File: src/rtl/mac_accum_serializer_if.sv
// Product input stream and byte-wide readout stream of the MAC serializer.
// The block sits on the slave modport; the producer/consumer side uses master.
interface mac_accum_serializer_if;
    logic [15:0] prod;
    logic        prod_valid;
    logic        prod_ready;
    logic [7:0]  out_byte;
    logic        out_valid;
    logic        out_ready;
    logic        out_last;

    modport master (
        output prod, prod_valid, out_ready,
        input  prod_ready, out_byte, out_valid, out_last
    );

    modport slave (
        input  prod, prod_valid, out_ready,
        output prod_ready, out_byte, out_valid, out_last
    );
endinterface

File: src/rtl/mac_accum_serializer.sv
// Multiply-accumulate back end: sign-extends 16-bit products into an ACC_W accumulator
// and streams a snapshot out LSB first. Optional macro ACC_SAT_EN saturates on overflow.
//
// state  | meaning
// IDLE   | accepting products, waiting for dump
// STREAM | presenting snapshot bytes on the output handshake
module mac_accum_serializer #(
    parameter int ACC_W = 24
) (
    input  logic                        clk,
    input  logic                        rst_n,
    mac_accum_serializer_if.slave       bus,
    input  logic                        clr,
    input  logic                        dump,
    output logic                        ovf,
    output logic                        busy
);
    localparam int NBYTES = ACC_W / 8;
    localparam int CNT_W  = (NBYTES > 2) ? $clog2(NBYTES) : 1;

    typedef enum logic {IDLE, STREAM} state_t;

    state_t             state;
    logic [ACC_W-1:0]   acc;
    logic [ACC_W-1:0]   shift;
    logic [CNT_W-1:0]   cnt;

    logic [ACC_W-1:0]   acc_base;
    logic [ACC_W-1:0]   prod_sext;
    logic [ACC_W-1:0]   sum;
    logic [ACC_W-1:0]   acc_next;
    logic               accept;
    logic               sum_ovf;
    logic               ovf_next;

    always_comb begin
        accept    = (state == IDLE) && bus.prod_valid;
        prod_sext = ACC_W'($signed(bus.prod));
        acc_base  = clr ? '0 : acc;
        sum       = acc_base + prod_sext;
        sum_ovf   = (acc_base[ACC_W-1] == prod_sext[ACC_W-1]) &&
                    (sum[ACC_W-1] != acc_base[ACC_W-1]);
        acc_next  = acc_base;
        ovf_next  = clr ? 1'b0 : ovf;
        if (accept) begin
            acc_next = sum;
            if (sum_ovf) begin
                ovf_next = 1'b1;
`ifdef ACC_SAT_EN
                // Both operands share a sign, so the base sign picks the rail.
                acc_next = acc_base[ACC_W-1] ? {1'b1, {(ACC_W-1){1'b0}}}
                                             : {1'b0, {(ACC_W-1){1'b1}}};
`else
                acc_next = sum;
`endif
            end
        end
    end

    always_ff @(posedge clk) begin
        if (!rst_n) begin
            state          <= IDLE;
            acc            <= '0;
            ovf            <= 1'b0;
            shift          <= '0;
            cnt            <= '0;
            busy           <= 1'b0;
            bus.prod_ready <= 1'b1;
            bus.out_valid  <= 1'b0;
            bus.out_last   <= 1'b0;
        end else begin
            acc <= acc_next;
            ovf <= ovf_next;
            if (state == IDLE) begin
                if (dump) begin
                    // Snapshot includes any product and clr taken this same cycle.
                    shift          <= acc_next;
                    cnt            <= CNT_W'(NBYTES - 1);
                    state          <= STREAM;
                    busy           <= 1'b1;
                    bus.prod_ready <= 1'b0;
                    bus.out_valid  <= 1'b1;
                    bus.out_last   <= 1'b0;
                end
            end else begin
                if (bus.out_ready) begin
                    shift <= shift >> 8;
                    if (bus.out_last) begin
                        state          <= IDLE;
                        busy           <= 1'b0;
                        bus.prod_ready <= 1'b1;
                        bus.out_valid  <= 1'b0;
                        bus.out_last   <= 1'b0;
                    end else begin
                        cnt          <= cnt - 1'b1;
                        bus.out_last <= (cnt == CNT_W'(1));
                    end
                end
            end
        end
    end

    assign bus.out_byte = shift[7:0];
endmodule

File: src/flat_wrapper.sv
// flat-port wrapper written by rule: the top's interface ports become plain ports
module mac_accum_serializer_flat 
#(
    parameter int ACC_W = 24
)
  (clk, rst_n, clr, dump, ovf, busy, bus_prod, bus_prod_valid, bus_out_ready, bus_prod_ready, bus_out_byte, bus_out_valid, bus_out_last);
  mac_accum_serializer_if bus_i ();
  input  logic clk;
  input  logic rst_n;
  input  logic clr;
  input  logic dump;
  output logic ovf;
  output logic busy;
  input wire logic [$bits(bus_i.prod)-1:0] bus_prod;
  input wire logic [$bits(bus_i.prod_valid)-1:0] bus_prod_valid;
  input wire logic [$bits(bus_i.out_ready)-1:0] bus_out_ready;
  output wire logic [$bits(bus_i.prod_ready)-1:0] bus_prod_ready;
  output wire logic [$bits(bus_i.out_byte)-1:0] bus_out_byte;
  output wire logic [$bits(bus_i.out_valid)-1:0] bus_out_valid;
  output wire logic [$bits(bus_i.out_last)-1:0] bus_out_last;
  assign bus_i.prod = bus_prod;
  assign bus_i.prod_valid = bus_prod_valid;
  assign bus_i.out_ready = bus_out_ready;
  assign bus_prod_ready = bus_i.prod_ready;
  assign bus_out_byte = bus_i.out_byte;
  assign bus_out_valid = bus_i.out_valid;
  assign bus_out_last = bus_i.out_last;
  mac_accum_serializer #(.ACC_W(ACC_W)) u_core (.clk(clk), .rst_n(rst_n), .bus(bus_i), .clr(clr), .dump(dump), .ovf(ovf), .busy(busy));
endmodule
File: config.mk
export PLATFORM = sky130hd
export DESIGN_NAME = mac_accum_serializer_flat
export DESIGN_NICKNAME = d
export VERILOG_FILES = /design/src/rtl/mac_accum_serializer_if.sv /design/src/rtl/mac_accum_serializer.sv /design/src/flat_wrapper.sv
export SDC_FILE = /design/constraint.sdc
export NUM_CORES = 1
export LEC_CHECK = 0
export ABC_AREA = 1
export BUFFER_PORTS_ARGS = -buffer_cell sky130_fd_sc_hd__buf_2
export CAP_MARGIN = 30
export CORE_UTILIZATION = 57
export CTS_CLUSTER_DIAMETER = 60
export DETAILED_ROUTE_END_ITERATION = 6
export PLACE_DENSITY = 0.77
export REMOVE_ABC_BUFFERS = 1
export SLEW_MARGIN = 20
export SYNTH_ARGS = -nofsm -noshare
export SYNTH_HDL_FRONTEND = slang
export SYNTH_SLANG_ARGS = --single-unit
File: constraint.sdc
create_clock -name clk -period 2.9 [get_ports clk]
set_input_delay 0.58 -clock clk [delete_from_list [all_inputs] [get_ports clk]]
set_output_delay 0.58 -clock clk [all_outputs]
set_load 0.01 [all_outputs]
==> results.yml <==
synth:
  ys.flop_type: "dfxtp_1"
  synth_area_per_cell_um2: 6.00
  ys_types: 36
  async_flop_share_pct: 0
  syn_inst: 702
  ys_seq_elements: 55
  synth_edf_count: 0
  seq_area_frac_synth_pct: 26.1
  yosysWarningCount: 0
  synth_area_um2: 4220
floorplanning:
  rows: 30
  die_w_um: 88.0
  initial_core_util_pct: 60.4
  fp.dieArea_um2: 7740
  io_pins: 35
  core_um2: 6980
  die_h_um: 88.0
global_routing:
  grt_use_met3_pct: 4.81
  grt_pass1_vias: 3912
  grt_max_degree: 39
  grtUsageTotal_pct: 30.0
  use_met1_pct: 37.5
  top_usage_layer: "met2"
  grt_pass1_wl_mm: 17.8
  gr-total-overflow: 0
  met2_usage_pct: 53.1
  grt_antenna_before_repair: 0
clock_network:
  clock-sinks: 55
  insertion_delay_ns: 0.30
  cts_buffer_depth: 2
  cts_root_buf: "clkbuf_8"
  numCtsBuffers: 5
  clk_pin_slew_ns: 0.10
  cts_resized: 0
  ctsHoldBuffers: 0
  cts_tree: "yes"
  htree_levels: 2
  post-cts-setup-buffer-count: 0
route:
  drtIter0Drc: 273
  via_per_inst: 5.20
  antenna_left: 0
  drc: 0
  wl_per_cell_um: 13.5
  routed_wl_mm: 11.1
  vias: 4251
  drt_first_pass_iters: 5
timing:
  drv_slew: 0
  hold_violations: 0
  finalClockSkew_ns: 0.00523
  setup_viol: 0
  tns_ns: 0
  rsz0062_at_grt: "no"
  min_period_over_period_pct: 86.0
  max_freq_mhz: 401
  tightest_slew_ns: 0.665
  relSlewSlack_pct: 55.4
  final.min_clock_period_ns: 2.49
setup_path:
  startpoint_type: "primary input"
  r2r_slack_ns: 0.46
  crit_fanout: 4
  r2r-start: "u_core.acc[0]"
  r2r_cells: 13
  regToRegEndpoint: "u_core.shift[4]"
  critPathKind: "in -> reg"
  cp_data_required_time_ns: 3.08
  end_kind: "flip-flop"
  cp-endpoint: "u_core.shift[4]"
  cp.arrival_ns: 2.67
  startpoint: "clr"
power_and_ir_drop:
  p_leak_uw: 0.00244
  vdd_ir_drop_max_mv: 0.288
  powerDensity_nw_per_um2: 427
status:
  outcome: "finished clean"
place:
  hpwlAfterDp_mm: 8.55
  place_inst: 810
  portBuffers: 34
  gp_congestion: 0.954
cells_and_area:
  layout.nets: 768
  drive_above_1_share_pct: 12.0
  final_cells: 818
  nFillCells: 700
  diodes: 0
  syn_to_final_growth_pct: 7.66
  final_util_pct: 65.0
job:
  drv_cap: 0
min_path:
  hp-class: "reg -> reg"
[registers in the layout (all words and copies together) (netlist names)]
signal / flops
u_core.acc: 24
u_core.cnt: 2
u_core.ovf: 1
u_core.bus.out_last: 1
u_core.state: 1
u_core.bus.prod_ready: 1
u_core.shift: 24
u_core.bus.out_valid: 1
[critical path, cell delays in order]
cell	delay, ns
buf_2	0.13
nor2_1	0.12
ha_1	0.28
inv_1	0.08
fa_1	0.38
inv_1	0.14
nand3_1	0.08
nand3_1	0.19
xor2_1	0.10
o21ai_0	0.31
nand2_1	0.10
o21ai_0	0.09
a21oi_1	0.08
[per-stage QoR]
stage               instance area, um2  setup WS, ns  hold slack [ns]  power [uW]
finish                            4540         0.407            0.464        1940
CTS                               4540         0.426            0.467        1930
detailed placement                4410        0.0896            0.448        1350
global placement                  4410         0.112            0.439        1340
floorplan                         4060         0.653            0.432        1190
global route                      4540         0.221            0.481        2040
[metal layers]
layer | share of wire (%) | vias to the layer above
li1 | - | 2210
met1 | 44 | 1893
met2 | 49 | 128
met3 | 5.0 | 20
met4 | 2.3 | 0
met5 | 0 | -
[logic make-up (layout without fill, tap and decap cells)]
family	Yosys count	after routing	share of synthesized area [%]
simple gates	360	360	37.0
buf+inv	153	173	14.9
compound gates	103	103	13.1
flops	55	55	26.1
fa+ha+maj	25	25	7.60
xor+xnor	6	6	1.25
[final cells by class]
cell class	instances	area [um2]	area share (%)
clock buffer	6	72.6	1.60
multi-input combinational	494	2490	54.8
sequential	55	1100	24.3
timing repair buffer	40	228	5.02
clock inverter	2	60.1	1.32
tap	96	120	2.65
inverter	125	469	10.3
[power breakdown]
part | internal [uW] | total (uW) | switching, uW
sequential | 811 | 837 | 25.6
clock | 345 | 590 | 245
combinational | 173 | 508 | 336
total | 1330 | 1940 | 606
[synthesized netlist by cell type, types with 3 or more instances]
master	instances	area (um2)
nand3b_1	3	22.5
nor2_1	72	270
xnor2_1	5	43.8
inv_2	4	15.0
nor2_2	7	43.8
nand3_1	47	235
buf_4	9	67.6
ha_1	24	300
nand2_1	195	732
or2_2	4	25.0
nand3_2	7	70.1
a21oi_1	43	215
nand4_1	6	37.5
inv_1	120	450
clkbuf_1	7	26.3
buf_2	9	45.0
nor3_1	3	15.0
dfxtp_1	55	1100
o21ai_0	44	220
o21ai_1	4	20.0
nand2_2	12	75.1
a21oi_2	3	26.3
[cell usage in the layout, fill, tap and decap left out, types with 5 or more instances in the layout]
| cell type | instances |
|---|---|
| nand3_1 | 47 |
| ha_1 | 24 |
| clkbuf_8 | 5 |
| nand3_2 | 7 |
| o21ai_0 | 44 |
| buf_2 | 34 |
| nand2_2 | 12 |
| nor2_1 | 72 |
| nand2_1 | 195 |
| xnor2_1 | 5 |
| buf_4 | 5 |
| inv_1 | 120 |
| dfxtp_1 | 55 |
| nor2_2 | 7 |
| a21oi_1 | 43 |
| nand4_1 | 6 |
[worst min-delay path by stage]
stage,start,cells after the start,to
floorplan,u_core.cnt[0],1,u_core.cnt[0]
global placement,u_core.bus.prod_ready,2,u_core.bus.prod_ready
detailed placement,u_core.bus.prod_ready,2,u_core.bus.prod_ready
CTS,u_core.ovf,2,u_core.ovf
global route,u_core.shift[20],2,u_core.shift[20]
finish,u_core.ovf,2,u_core.ovf
Note: power is estimated with default switching activity, not from simulation.
